**src/rtl/fpu_addsub_seq_pkg.sv**
```systemverilog
// pa_fpu: shared FPU operation codes, unpacked operand type, constants and sequencer states
package pa_fpu;
  typedef enum logic [2:0] {op_add, op_sub, op_mul, op_div} e_fpu_op;
  typedef struct packed {
    logic        sign;
    logic [7:0]  exp;
    logic [23:0] mant;
  } st_ieee_unpacked;
  typedef enum logic [2:0] {CLS_NORMAL, CLS_ZERO, CLS_SUB, CLS_INF, CLS_NAN} e_fpu_class;
  typedef enum logic [2:0] {S_IDLE, S_UNPACK, S_ALIGN, S_ADD, S_NORM, S_ROUND, S_RESP} e_fpu_seq_state;
  localparam logic [31:0] FPU_QNAN = 32'h7fc00000;
  localparam int FPU_EXP_BIAS = 127;
endpackage

```
**src/rtl/fpu_unpack_classify.sv**
```systemverilog
// fpu_unpack_classify: split an IEEE-754 single into sign/exp/mant (subnormals get exp 1, hidden 0) and classify it
module fpu_unpack_classify
  import pa_fpu::*;
(
  input  logic [31:0]     ieee_i,
  output st_ieee_unpacked unp_o,
  output e_fpu_class      cls_o
);
  logic exp_zero, exp_ones, frac_zero;
  assign exp_zero  = ieee_i[30:23] == 8'h00;
  assign exp_ones  = ieee_i[30:23] == 8'hff;
  assign frac_zero = ieee_i[22:0] == 23'h0;
  assign unp_o     = {ieee_i[31], exp_zero ? 8'd1 : ieee_i[30:23], ~exp_zero, ieee_i[22:0]};
  assign cls_o     = exp_ones ? (frac_zero ? CLS_INF : CLS_NAN) :
                     exp_zero ? (frac_zero ? CLS_ZERO : CLS_SUB) : CLS_NORMAL;
endmodule

```
**src/rtl/fpu_addsub_seq.sv**
```systemverilog
// fpu_addsub_seq: multi-cycle handshaked IEEE-754 single add/sub (RNE); FPU_FLAGS_EN adds flags {invalid,overflow,underflow,inexact}
module fpu_addsub_seq
  import pa_fpu::*;
#(
  parameter int ALIGN_CLAMP = 26
) (
  input  logic        clk,
  input  logic        arst_n,
  input  logic        req_valid,
  output logic        req_ready,
  input  logic [31:0] a_operand,
  input  logic [31:0] b_operand,
  input  e_fpu_op     operation,
  output logic        resp_valid,
  input  logic        resp_ready,
  output logic [31:0] ieee_packet_out,
  output logic        op_error
`ifdef FPU_FLAGS_EN
  ,
  output logic [3:0]  flags
`endif
);
  e_fpu_seq_state  state_q, state_d;
  e_fpu_op         op_q, op_d;
  logic [31:0]     a_q, a_d, b_q, b_d, res_q, res_d;
  logic            sa_q, sa_d, sb_q, sb_d, err_q, err_d;
  logic [9:0]      exp_q, exp_d, exp_fin;
  logic [27:0]     m_q, m_d;
  logic [26:0]     mb_q, mb_d;
  logic [7:0]      cnt_q, cnt_d, diff;
  st_ieee_unpacked ua, ub, ub_e, hi, lo;
  e_fpu_class      ca, cb;
  logic            swap, inf_inf, rnd_up, ovf;
  logic [24:0]     mr;
  logic [23:0]     m_fin;
`ifdef FPU_FLAGS_EN
  logic [3:0]      flg_q, flg_d;
  assign flags = flg_q;
`endif

  fpu_unpack_classify u_ua (.ieee_i(a_q), .unp_o(ua), .cls_o(ca));
  fpu_unpack_classify u_ub (.ieee_i(b_q), .unp_o(ub), .cls_o(cb));

  assign ub_e    = {ub.sign ^ (op_q == op_sub), ub.exp, ub.mant};
  assign swap    = b_q[30:0] > a_q[30:0];
  assign hi      = swap ? ub_e : ua;
  assign lo      = swap ? ua : ub_e;
  assign diff    = hi.exp - lo.exp;
  assign inf_inf = ca == CLS_INF && cb == CLS_INF && ua.sign != ub_e.sign;
  assign rnd_up  = m_q[2] & (m_q[3] | m_q[1] | m_q[0]);
  assign mr      = {1'b0, m_q[26:3]} + {24'd0, rnd_up};
  assign m_fin   = mr[24] ? mr[24:1] : mr[23:0];
  assign exp_fin = exp_q + {9'd0, mr[24]};
  assign ovf     = exp_fin >= 10'(2 * FPU_EXP_BIAS + 1);

  assign req_ready       = state_q == S_IDLE;
  assign resp_valid      = state_q == S_RESP;
  assign ieee_packet_out = res_q;
  assign op_error        = err_q;

  always_comb begin
    state_d = state_q;
    op_d    = op_q;
    a_d     = a_q;
    b_d     = b_q;
    res_d   = res_q;
    sa_d    = sa_q;
    sb_d    = sb_q;
    err_d   = err_q;
    exp_d   = exp_q;
    m_d     = m_q;
    mb_d    = mb_q;
    cnt_d   = cnt_q;
`ifdef FPU_FLAGS_EN
    flg_d   = flg_q;
`endif
    case (state_q)
      S_IDLE: if (req_valid) begin
        a_d     = a_operand;
        b_d     = b_operand;
        op_d    = operation;
        err_d   = 1'b0;
`ifdef FPU_FLAGS_EN
        flg_d   = '0;
`endif
        state_d = S_UNPACK;
      end
      S_UNPACK: begin
        state_d = S_RESP;
        if (!(op_q inside {op_add, op_sub})) begin
          res_d = '0;
          err_d = 1'b1;
        end else if (ca == CLS_NAN || cb == CLS_NAN || inf_inf) begin
          res_d = FPU_QNAN;
`ifdef FPU_FLAGS_EN
          flg_d = 4'b1000;
`endif
        end else if (ca == CLS_INF || cb == CLS_INF) begin
          res_d = {ca == CLS_INF ? ua.sign : ub_e.sign, 8'hff, 23'd0};
        end else begin
          state_d = diff == 8'd0 ? S_ADD : S_ALIGN;
          sa_d    = hi.sign;
          sb_d    = lo.sign;
          exp_d   = {2'b00, hi.exp};
          m_d     = {1'b0, hi.mant, 3'b000};
          mb_d    = {lo.mant, 3'b000};
          cnt_d   = diff > 8'(ALIGN_CLAMP) ? 8'(ALIGN_CLAMP) : diff;
        end
      end
      S_ALIGN: begin
        mb_d    = {1'b0, mb_q[26:2], mb_q[1] | mb_q[0]};
        cnt_d   = cnt_q - 8'd1;
        state_d = cnt_q == 8'd1 ? S_ADD : S_ALIGN;
      end
      S_ADD: begin
        m_d     = sa_q == sb_q ? m_q + {1'b0, mb_q} : m_q - {1'b0, mb_q};
        state_d = S_NORM;
      end
      S_NORM: begin
        if (m_q == 28'd0) begin
          res_d   = {sa_q & sb_q, 31'd0};
          state_d = S_RESP;
        end else if (m_q[27]) begin
          m_d     = {1'b0, m_q[27:2], m_q[1] | m_q[0]};
          exp_d   = exp_q + 10'd1;
          state_d = S_ROUND;
        end else if (!m_q[26] && exp_q > 10'd1) begin
          m_d     = m_q << 1;
          exp_d   = exp_q - 10'd1;
        end else begin
          state_d = S_ROUND;
        end
      end
      S_ROUND: begin
        res_d   = ovf ? {sa_q, 8'hff, 23'd0} : {sa_q, m_fin[23] ? exp_fin[7:0] : 8'd0, m_fin[22:0]};
`ifdef FPU_FLAGS_EN
        flg_d   = {1'b0, ovf, ~m_q[26] & (|m_q[2:0]), ovf | (|m_q[2:0])};
`endif
        state_d = S_RESP;
      end
      S_RESP: state_d = resp_ready ? S_IDLE : S_RESP;
      default: state_d = S_IDLE;
    endcase
  end

  always_ff @(posedge clk or negedge arst_n) begin
    if (!arst_n) begin
      state_q <= S_IDLE;
      op_q    <= op_add;
      a_q     <= '0;
      b_q     <= '0;
      res_q   <= '0;
      sa_q    <= 1'b0;
      sb_q    <= 1'b0;
      err_q   <= 1'b0;
      exp_q   <= '0;
      m_q     <= '0;
      mb_q    <= '0;
      cnt_q   <= '0;
`ifdef FPU_FLAGS_EN
      flg_q   <= '0;
`endif
    end else begin
      state_q <= state_d;
      op_q    <= op_d;
      a_q     <= a_d;
      b_q     <= b_d;
      res_q   <= res_d;
      sa_q    <= sa_d;
      sb_q    <= sb_d;
      err_q   <= err_d;
      exp_q   <= exp_d;
      m_q     <= m_d;
      mb_q    <= mb_d;
      cnt_q   <= cnt_d;
`ifdef FPU_FLAGS_EN
      flg_q   <= flg_d;
`endif
    end
  end
endmodule

```
**config.mk**
```make
export PLATFORM = sky130hd
export DESIGN_NAME = fpu_addsub_seq
export DESIGN_NICKNAME = d
export VERILOG_FILES = /design/src/rtl/fpu_addsub_seq_pkg.sv /design/src/rtl/fpu_unpack_classify.sv /design/src/rtl/fpu_addsub_seq.sv
export SDC_FILE = /design/constraint.sdc
export NUM_CORES = 1
export LEC_CHECK = 0
export ABC_AREA = 0
export CORE_MARGIN = 3
export CORE_UTILIZATION = 51
export DETAILED_ROUTE_END_ITERATION = 10
export PLACE_DENSITY = 0.82
export SETUP_SLACK_MARGIN = 0.15
export SYNTH_ARGS = -nofsm -noshare
export SYNTH_HDL_FRONTEND = slang
export SYNTH_SLANG_ARGS = --single-unit
```
**constraint.sdc**
```tcl
create_clock -name clk -period 6 [get_ports clk]
set_input_delay 1.2 -clock clk [delete_from_list [all_inputs] [get_ports clk]]
set_output_delay 1.2 -clock clk [all_outputs]
set_load 0.01 [all_outputs]
```
==> results of run 1 <==
## cell type report
cell class	count	area share, %
Multi-Input combinational cell	1158	52.4
Sequential cell	178	30.7
Timing Repair Buffer	125	8.29
Clock buffer	17	2.93
Tap cell	319	2.75
Inverter	66	1.71
Clock inverter	14	1.17
## worst max-delay path: cells and delay by family (launching register included)
kind,cells,cell delay (ns)
simple gates,11,3.30
compound gates,3,0.74
flops,1,0.47
fa+ha+maj,2,0.42
xor+xnor,1,0.14
buf+inv,1,0.07
## registers in the layout (all words and copies together), names as in the netlist
register / flops
a_q: 32
b_q: 32
ieee_packet_out: 32
m_q: 28
mb_q: 27
exp_q: 10
cnt_q: 8
op_q: 3
state_q: 3
op_error: 1
sa_q: 1
sb_q: 1
## per-stage QoR
| stage | cell area [um^2] | utilization, % | setup slack, ns | cells | hold WS (ns) |
|---|---|---|---|---|---|
| after global placement | 13900 | 58.2 | 1.08 | 1846 | 0.462 |
| final | 14500 | 60.7 | 0.759 | 1877 | 0.484 |
| after detailed placement | 13900 | 58.2 | 0.794 | 1846 | 0.471 |
| after global routing | 14500 | 60.7 | 0.151 | 1877 | 0.504 |
| after floorplan | 12600 | - | 1.03 | 1493 | 0.444 |
| after CTS | 14500 | 60.7 | 0.750 | 1877 | 0.488 |
## cells in the mapped netlist (5+ instances only)
master      n
a211oi_1   10
a21boi_0    5
a21o_1     20
a21oi_1   108
a221o_1     9
a22o_1     13
a22oi_1    29
a31oi_1    14
and2_1      5
and3_1      8
and4_1      5
buf_1       5
clkbuf_1   84
dfrtp_1   178
ha_1       76
inv_1      66
mux2_2     58
mux2i_1    20
nand2_1   149
nand2b_1   10
nand3_1    30
nand4_1    23
nor2_1    133
nor2b_1     6
nor3_1     36
nor3b_1     8
nor4_1     29
o211ai_1    6
o21a_1     10
o21ai_0   146
o221ai_1    8
o22a_1      8
o22ai_1    19
o31ai_1    10
o41ai_1     5
or3_1       9
or4_1       9
xnor2_1    54
xor2_1     25
## worst min path at each step
stage	slack, ns	cells after the start	from	endpoint
3_3_place_gp	0.46	2	ieee_packet_out[5]	ieee_packet_out[5]
6_report	0.48	2	ieee_packet_out[9]	ieee_packet_out[9]
5_1_grt	0.50	2	ieee_packet_out[19]	ieee_packet_out[19]
3_5_place_dp	0.47	2	ieee_packet_out[9]	ieee_packet_out[9]
2_1_floorplan	0.44	1	cnt_q[6]	cnt_q[6]
4_1_cts	0.49	2	ieee_packet_out[9]	ieee_packet_out[9]
## logic make-up after synthesis
family,share of synthesized area [%]
simple gates,17.5
compound gates,22.4
buf+inv,4.69
fa+ha+maj,7.85
flops,35.3
xor+xnor,5.48
mux,6.76
## layout by cell type, fill, tap and decap left out, types with 23 or more instances in the layout
cell type / instances
a22oi_1: 29
nor4_1: 29
a21oi_1: 107
inv_1: 66
nor2_1: 133
nand4_1: 23
dfrtp_1: 177
xnor2_1: 54
nor3_1: 36
nand2_1: 149
clkdlybuf4s50_1: 104
mux2_2: 58
xor2_1: 25
o21ai_0: 146
ha_1: 76
nand3_1: 30
## routing by layer
layer	part of all wire, %	wire length [um]	vias up
li1	-	-	5563
met1	45	15600	5565
met2	45	15500	519
met3	8.9	3100	52
met4	1.6	548	0
met5	0	0	-
==> impl_summary.log, run 1 <==
INFO  metric status = completed
INFO  metric reg2reg_from = m_q[2]
INFO  metric final_setup_fails = 0
INFO  metric cts.sinks = between 150 and 200
INFO  metric number_of_flops_mapped_to_enable_cells_by_yosys = 0
INFO  metric synth_top_area_share = 35.3%
INFO  metric clock_tree.htree_level_count = 4
INFO  metric nets = 1695
INFO  metric met3_usage = 4.39%
INFO  metric multiInputGateArea = 7610 um^2
INFO  metric minimum_period_implied_by_the_final_worst_setup_slack = 5.24 ns
INFO  metric post_cts_hold_buffer_count = 0
INFO  metric die_w = between 150 and 200 um
INFO  metric global_route.usage.met1 = 38.5%
INFO  metric worstSetupEndpoint = ieee_packet_out[5]
INFO  metric critical_path.max_stage_delay = 0.62 ns
INFO  metric rrSetupSlack = 0.76 ns
INFO  metric post_synth.cell_area_avg = 8.45 um^2
INFO  metric gr_layer_usage_met2 = 41.2%
INFO  metric ys_seq_area_share = between 30% and 40%
INFO  metric post_drt_via_cell_ratio = 6.23
INFO  metric clock-root-buffer = clkbuf_16
INFO  metric largest_net_degree_at_the_start_of_global_routing = 100
INFO  metric tns = 0 ns
INFO  metric cts_setup_buffers = 0
INFO  metric route.detailed.wl_per_inst = 18.5 um
INFO  metric netlist_instances = 1493
INFO  metric totalWireLength = 34800 um
INFO  metric timing.final.hold_violations = 0
INFO  metric num-fill-cells = 2033
INFO  metric postSynthRegisterBits = 178
INFO  metric period_share = 87.3%
INFO  metric crit_path_cell_trace = and2_1 > ha_1 > nand2_1 > nor2_1 > nand4_1 > or4_1 > or2_2 > inv_1 > ha_1 > nand3_1 > nor2_1 > nand2_1 > xor2_1 > a31oi_1 > a31oi_1 > and2_0 > nand2_1 > o21ai_0
INFO  metric antenna_violations_before_repair = 0
INFO  metric max-slew-margin-rel = ~17%
INFO  metric cts_inserted_buffers = 17
INFO  metric number_of_remaining_drc_errors = 0
INFO  metric crit_fanout = 14
INFO  metric worstPathArrival = 5.60 ns
INFO  metric ys_warns = 0
INFO  metric rsz0062_at_grt = no
INFO  metric dr.first_iter.drc_count = 1229
INFO  metric grt-busiest-layer = met2
INFO  metric synth.area.top_cells = dfrtp_1, ha_1, o21ai_0
INFO  metric synthesized_cell_area = roughly 13000 um^2
INFO  metric final_layout_size_suffix_gt1_share = 7.96%
INFO  metric worst_path_most_repeated_cell = nand2_1
INFO  metric kind_of_path_behind_the_tightest_hold_check = flip-flop to flip-flop
INFO  metric synth_nets = 1642
INFO  metric timing_worst_slew_pin_value = 1.24 ns
INFO  metric die_height = roughly 160 um
INFO  metric grt_total_ovfl = 0
INFO  metric worst_setup_hold_path_clk_slew = 0.07 ns
INFO  metric detail-route-antenna-nets = 0
INFO  metric synth_area_leader_cell = dfrtp_1
INFO  metric dp_hpwl = 25600 um
INFO  metric max_clock_freq = around 190 MHz
INFO  metric tritoncts = yes
INFO  metric timing.critical_path.from_type = flip-flop
INFO  metric gp_congestion = 0.964
INFO  metric number_of_antenna_diodes = 0
INFO  metric layout_overhead_on_the_synthesized_area = 15.0%
INFO  metric core_area = 23900 um^2
INFO  metric row_count = 56
INFO  metric initial_core_util = between 50 and 60%
INFO  metric die_area = 26700 um^2
INFO  metric crit_path_class = flip-flop to flip-flop
INFO  metric buffer_ports.inserted = 105
INFO  metric final-seq-area = 4460 um^2
INFO  metric critPathSlowestCell = and2_0
INFO  metric cts_repair_resizes = 0
INFO  metric vias = 11699
INFO  metric synthFlopType = dfrtp_1
INFO  metric max-clock-path-buffers = 2
INFO  metric reg2reg_to = ieee_packet_out[5]
INFO  metric clk_latency = 0.45 ns
INFO  metric grt_util_all_layers = 26.3%
INFO  metric r2r_cell_count = 18
INFO  metric ys_types = 69
INFO  metric drv_slew = 0
INFO  metric worst_setup_path_end_kind = flip-flop
INFO  metric required_arrival_time_at_the_worst_endpoint = approximately 6.4 ns
INFO  metric beginning_of_the_critical_path = m_q[2]
INFO  metric synthArstFlopShare = 100%
INFO  metric first_global_vias = between 10000 and 15000
INFO  metric finalClockSkew = between 0.015 and 0.02 ns
INFO  metric drt_first_pass_iters = 7
INFO  metric grt_pass1_wl = 56200 um
INFO  metric cap_viol_max_count = 0
INFO  metric design.portCount = 106
Power of run 1 is left out: the tool's default activity adds up to more than one toggle a clock period on the data nets, which glitch-free logic cannot reach.
==> inputs of run 2 (changes only) <==
--- a/config.mk
+++ b/config.mk
@@ -11,6 +11,7 @@
 export DETAILED_ROUTE_END_ITERATION = 10
 export PLACE_DENSITY = 0.82
 export SETUP_SLACK_MARGIN = 0.15
+export SLEW_MARGIN = 0
 export SYNTH_ARGS = -nofsm -noshare
 export SYNTH_HDL_FRONTEND = slang
 export SYNTH_SLANG_ARGS = --single-unit
==> constraint.sdc (replaced) <==
create_clock -name clk -period 6.7 [get_ports clk]
set_input_delay 1.34 -clock clk [delete_from_list [all_inputs] [get_ports clk]]
set_output_delay 1.34 -clock clk [all_outputs]
set_load 0.01 [all_outputs]
==> run 2 against run 1 <==
  * Register-to-register slack gained 0.86 ns
  * First-iteration DRC count shrank 2.5%
  * Core utilization shrank 0.32 points
  * Flip-flop and latch count is the same
  * Die area is the same
  * Cell area shrank 0.53%
==> impl_summary.log, run 2 (synthesis gave the netlist of run 1 again) <==
INFO  metric dr.first_iter.drc_count = between 1000 and 1500
INFO  metric max-slew-margin-rel = 13.1%
INFO  metric kind_of_path_behind_the_tightest_hold_check = flip-flop to flip-flop
INFO  metric worst_setup_hold_path_clk_slew = 0.07 ns
INFO  metric cap_viol_max_count = 0
INFO  metric layout.cells.most_common = dfrtp_1
INFO  metric worst_setup_path_end_kind = flip-flop
INFO  metric detail-route-antenna-nets = 0
INFO  metric totalWireLength = ~34000 um
INFO  metric row_count = 56
INFO  metric layout_overhead_on_the_synthesized_area = 14.4%
INFO  metric critical_path.max_stage_delay = 0.60 ns
INFO  metric clk_latency = 0.45 ns
INFO  metric dpl_worst_slack = 1.75 ns
INFO  metric critPathSlowestCell = or4_1
INFO  metric vias = between 10000 and 15000
INFO  metric post_cts_hold_buffer_count = 0
INFO  metric rsz0062_at_grt = no
INFO  metric finalClockSkew = 0.0115 ns
INFO  metric grt_total_ovfl = 0
INFO  metric max-clock-path-buffers = 2
INFO  metric period_share = 75.9%
INFO  metric final-seq-area = 4460 um^2
INFO  metric timing.final.ws_setup = 1.62 ns
INFO  metric clock-root-buffer = clkbuf_16
INFO  metric die_w = 163 um
INFO  metric crit_fanout = 14
INFO  metric number_of_remaining_drc_errors = 0
INFO  metric timing_worst_slew_pin_value = 1.30 ns
INFO  metric num-fill-cells = 2008
INFO  metric gp_congestion = 0.962
INFO  metric status = completed
INFO  metric drt_first_pass_iters = 6
INFO  metric final_setup_fails = 0
INFO  metric cts_repair_resizes = 0
INFO  metric core_area = roughly 24000 um^2
INFO  metric max_clock_freq = 197 MHz
INFO  metric tritoncts = yes
INFO  metric timing.critical_path.from_type = flip-flop
INFO  metric grt_util_all_layers = 26.1%
INFO  metric crit_path_cell_trace = and2_1 > ha_1 > nand2_1 > nor2_1 > nand4_1 > or4_1 > or2_2 > inv_1 > ha_1 > nand3_1 > nor2_1 > nand2_1 > xor2_1 > a31oi_1 > a31oi_1 > and2_0 > buf_4 > nand2_1 > o21ai_0
INFO  metric critical_path_s_top_delay_family = simple AND/OR/NAND/NOR gates
INFO  metric cts_setup_buffers = 0
INFO  metric tns = 0 ns
INFO  metric required_arrival_time_at_the_worst_endpoint = 7.05 ns
INFO  metric minimum_period_implied_by_the_final_worst_setup_slack = 5.08 ns
INFO  metric worst_path_most_repeated_cell = nand2_1
INFO  metric buffer_ports.inserted = around 110
INFO  metric hold_slack = about 0.48 ns
INFO  metric most_used_cells_in_the_layout_excluding_fill_and_tap_cells = dfrtp_1, nand2_1, o21ai_0, nor2_1, a21oi_1
INFO  metric die_height = roughly 160 um
INFO  metric number_of_antenna_diodes = 0
INFO  metric initial_core_util = 52.8%
INFO  metric cts_inserted_buffers = 17
INFO  metric timing.final.hold_violations = 0
INFO  metric stdcell_count = ~1900
INFO  metric first_global_vias = 10813
INFO  metric path_buf_inv = 2
INFO  metric cts.sinks = roughly 180
INFO  metric grt_pass1_wl = 56100 um
INFO  metric crit_path_class = flip-flop to flip-flop
INFO  metric worstPathArrival = 5.44 ns
INFO  metric nets = roughly 1700
INFO  metric largest_net_degree_at_the_start_of_global_routing = 113
INFO  metric dp_hpwl = roughly 25000 um
INFO  metric multiInputGateArea = 7610 um^2
INFO  metric design.portCount = 106
INFO  metric numPlacedInstances = between 1500 and 2000
INFO  metric post_drt_via_cell_ratio = 6.24
INFO  metric antenna_violations_before_repair = 0
INFO  metric drv_slew = 0
INFO  metric die_area = 26700 um^2
INFO  metric clock_tree.htree_level_count = 4
INFO  metric final_layout_size_suffix_gt1_share = under 10%
INFO  metric route.detailed.wl_per_inst = 18.4 um
==> run 2: worst paths after layout <==
| kind | start | end | slack (ns) | cells after the start |
|---|---|---|---|---|
| setup reg to reg | m_q[2] | ieee_packet_out[3] | 1.62 | 19 |
| hold / removal | ieee_packet_out[11] | ieee_packet_out[11] | 0.48 | 2 |
| min in group asynchronous | arst_n | ieee_packet_out[13] | 1.06 | 1 |
| setup / recovery | m_q[2] | ieee_packet_out[3] | 1.62 | 19 |
| hold reg to reg | ieee_packet_out[11] | ieee_packet_out[11] | 0.48 | 2 |
| max in group asynchronous | arst_n | mb_q[6] | 4.19 | 2 |
==> run 2: metrics by stage <==
step	area [um^2]	util (%)
6_report	14400	60.4
5_1_grt	14400	60.4
4_1_cts	14400	60.4
3_5_place_dp	13800	57.9
3_3_place_gp	13800	57.9
2_1_floorplan	12600	-
==> run 2: cell type report <==
| type | count | share of cell area [%] |
|---|---|---|
| clock buffers | 18 | 2.97 |
| flip-flops and latches | 178 | 30.9 |
| clock inverters | 14 | 1.09 |
| well taps | 319 | 2.77 |
| repair buffers | 116 | 7.86 |
| multi-input cells | 1158 | 52.7 |
| inverters | 66 | 1.72 |
==> run 2: worst reg2reg max path, stage by stage, from the launching register on <==
cell     delay [ns]
dfrtp_1        0.51
and2_1         0.20
ha_1           0.21
nand2_1        0.13
nor2_1         0.34
nand4_1        0.19
or4_1          0.60
or2_2          0.37
inv_1          0.07
ha_1           0.20
nand3_1        0.17
nor2_1         0.30
nand2_1        0.11
xor2_1         0.15
a31oi_1        0.11
a31oi_1        0.45
and2_0         0.21
buf_4          0.21
nand2_1        0.22
o21ai_0        0.24
==> run 2: per-layer routing <==
metal	vias to the layer above	wire length [um]	track usage (%)
met5	-	0	0
met4	0	619	6.88
met3	57	2950	3.91
met2	535	15300	40.4
met1	5540	15600	38.3
li1	5527	-	-
Power of run 2 is left out for the same reason.
==> inputs of run 3 (changes only) <==
--- a/config.mk
+++ b/config.mk
@@ -9,7 +9,7 @@
 export CORE_MARGIN = 3
 export CORE_UTILIZATION = 51
 export DETAILED_ROUTE_END_ITERATION = 10
-export PLACE_DENSITY = 0.82
+export PLACE_DENSITY = 0.84
 export SETUP_SLACK_MARGIN = 0.15
 export SLEW_MARGIN = 0
 export SYNTH_ARGS = -nofsm -noshare
==> constraint.sdc (replaced) <==
create_clock -name clk -period 4.6 [get_ports clk]
set_input_delay 0.92 -clock clk [delete_from_list [all_inputs] [get_ports clk]]
set_output_delay 0.92 -clock clk [all_outputs]
set_load 0.01 [all_outputs]
==> run 3 against run 2 <==
  * Critical path depth is 1 higher
  * Maximum frequency is 15% higher
  * Largest cell class unchanged
  * Clock skew is 0.0047 ns higher
  * First-iteration DRC count is 15% higher
  * Highest routed layer unchanged
  * Non-clock buffer count is 61 higher
  * Core utilization is 3.2 points higher
  * Die area stayed put
  * Cell area is 5.3% higher
==> impl_summary.log, run 3 (synthesis gave the netlist of run 1 again) <==
INFO  metric critical_path.max_stage_delay = 0.44 ns
INFO  metric drt_first_pass_iters = 6
INFO  metric layout.cells.most_common = dfrtp_1
INFO  metric antenna_violations_before_repair = 0
INFO  metric beginning_of_the_critical_path = b_q[21]
INFO  metric final_area = 15200 um^2
INFO  metric holdCritStartpoint = ieee_packet_out[31]
INFO  metric timing.final.hold_violations = 0
INFO  metric num-fill-cells = 1964
INFO  metric totalWireLength = between 30000 and 40000 um
INFO  metric stdcell_count = 1931
INFO  metric grt_util_all_layers = 26.7%
INFO  metric die_height = ~160 um
INFO  metric design.portCount = 106
INFO  metric drv_slew = 0
INFO  metric reg2reg_from = b_q[21]
INFO  metric number_of_antenna_diodes = 0
INFO  metric rrSetupSlack = 0.17 ns
INFO  metric post_drt_via_cell_ratio = ~6.2
INFO  metric number_of_remaining_drc_errors = 0
INFO  metric numPlacedInstances = about 1900
INFO  metric max-slew-margin-rel = 18.1%
INFO  metric largest_net_degree_at_the_start_of_global_routing = 100
INFO  metric hold_slack = 0.477 ns
INFO  metric timing_worst_slew_pin_value = 1.22 ns
INFO  metric final-seq-area = between 4000 and 5000 um^2
INFO  metric utilization_after_layout = 63.6%
INFO  metric die_w = 163 um
INFO  metric clk_latency = about 0.45 ns
INFO  metric critPathSlowestCell = dfrtp_2
INFO  metric status = completed
INFO  metric final_setup_fails = 0
INFO  metric max_clock_freq = between 200 and 250 MHz
INFO  metric timing.critical_path.from_type = flip-flop
INFO  metric reg2reg_to = state_q[0]
INFO  metric worstPathArrival = 4.81 ns
INFO  metric required_arrival_time_at_the_worst_endpoint = 4.98 ns
INFO  metric detail-route-antenna-nets = 0
INFO  metric nets = approximately 1700
INFO  metric most_used_cells_in_the_layout_excluding_fill_and_tap_cells = dfrtp_1, nand2_1, o21ai_0, nor2_1, a21oi_1
INFO  metric cts_inserted_buffers = 17
INFO  metric dp_hpwl = around 26000 um
INFO  metric rsz0062_at_grt = no
INFO  metric dpl-instance-area = 14100 um^2
INFO  metric multiInputGateArea = 7890 um^2
INFO  metric gp_congestion = 0.939
INFO  metric crit_path_class = flip-flop to flip-flop
INFO  metric grt_total_ovfl = 0
INFO  metric first_global_vias = 11057
INFO  metric worst_setup_path_end_kind = flip-flop
INFO  metric grt_pass1_wl = 57300 um
INFO  metric worst_path_most_repeated_cell = buf_4
INFO  metric cap_viol_max_count = 0
INFO  metric finalClockSkew = about 0.016 ns
INFO  metric route.detailed.wl_per_inst = 18.9 um
INFO  metric worstSetupEndpoint = state_q[0]
INFO  metric minimum_period_implied_by_the_final_worst_setup_slack = between 4 and 5 ns
INFO  metric kind_of_path_behind_the_tightest_hold_check = flip-flop to flip-flop
INFO  metric clock-root-buffer = clkbuf_16
INFO  metric crit_path_cell_trace = ha_1 > nand4_1 > nor3_2 > and4_1 > buf_4 > buf_4 > buf_4 > o2bb2ai_4 > mux2_4 > ha_2 > fa_2 > nor2b_2 > o21ai_2 > a21boi_2 > o21a_1 > o21a_1 > o22ai_2 > or4_1 > nand3_1 > and3_1
INFO  metric buffer_ports.inserted = 105
INFO  metric core_area = 23900 um^2
INFO  metric cts.sinks = 178
INFO  metric tritoncts = yes
INFO  metric crit_fanout = 5
INFO  metric period_share = 96.3%
INFO  metric clock_tree.htree_level_count = 4
INFO  metric max-clock-path-buffers = 2
INFO  metric r2r_cell_count = 20
INFO  metric row_count = 56
INFO  metric dr.first_iter.drc_count = 1372
INFO  metric worst_setup_hold_path_clk_slew = 0.07 ns
INFO  metric die_area = 26700 um^2
INFO  metric vias = 12059
INFO  metric final_layout_size_suffix_gt1_share = 14.3%
INFO  metric layout_overhead_on_the_synthesized_area = 20.5%
INFO  metric initial_core_util = 52.8%
[run 3: how the worst min path moves through the flow]
stage / endpoint / slack [ns] / cells past startpoint
global route: ieee_packet_out[31] / 0.51 / 2
detailed placement: ieee_packet_out[31] / 0.47 / 2
floorplan: cnt_q[6] / 0.44 / 1
global placement: ieee_packet_out[31] / 0.46 / 2
CTS: ieee_packet_out[31] / 0.49 / 2
finish: ieee_packet_out[31] / 0.48 / 2
[run 3: layout make-up]
| cell class | instances | share of cell area [%] |
|---|---|---|
| Sequential cell | 178 | 29.3 |
| Multi-Input combinational cell | 1159 | 51.9 |
| Tap cell | 319 | 2.63 |
| Clock inverter | 14 | 0.930 |
| Clock buffer | 18 | 2.89 |
| Inverter | 66 | 1.63 |
| Timing Repair Buffer | 177 | 10.7 |
[run 3: worst max-delay path: cells and delay by family, from the launching register on]
| family | cells | cell delay [ns] |
|---|---|---|
| AOI/OAI and AO/OA | 6 | 0.87 |
| adders and majority gates | 3 | 0.86 |
| buffers and inverters | 3 | 0.35 |
| DFF | 1 | 0.44 |
| muxes | 1 | 0.34 |
| and+or+nand+nor | 7 | 1.51 |
[run 3: routing by layer]
layer  global-route usage (%)  wire, um
met1                     38.9     15700
met2                     41.0     16500
met3                     5.66      3570
met4                     6.42       804
met5                        0         0
[run 3: timing repair]
item                       CTS  global route
buffers inserted            12            14
hold buffers                 0             0
pin swaps                   10            21
cloned                       1             0
hold endpoints to repair     0             0
setup endpoints to repair    5            41
resized for setup           17            54
[run 3: stage by stage]
| step | setup TNS (ns) | setup slack [ns] |
|---|---|---|
| finish | 0 | 0.171 |
| global route | 0 | 0.0286 |
| CTS | 0 | 0.155 |
| detailed placement | -0.0282 | -0.0282 |
| global placement | 0 | 0.107 |
| floorplan | 0 | 0.170 |
Power of run 3 is left out for the same reason.
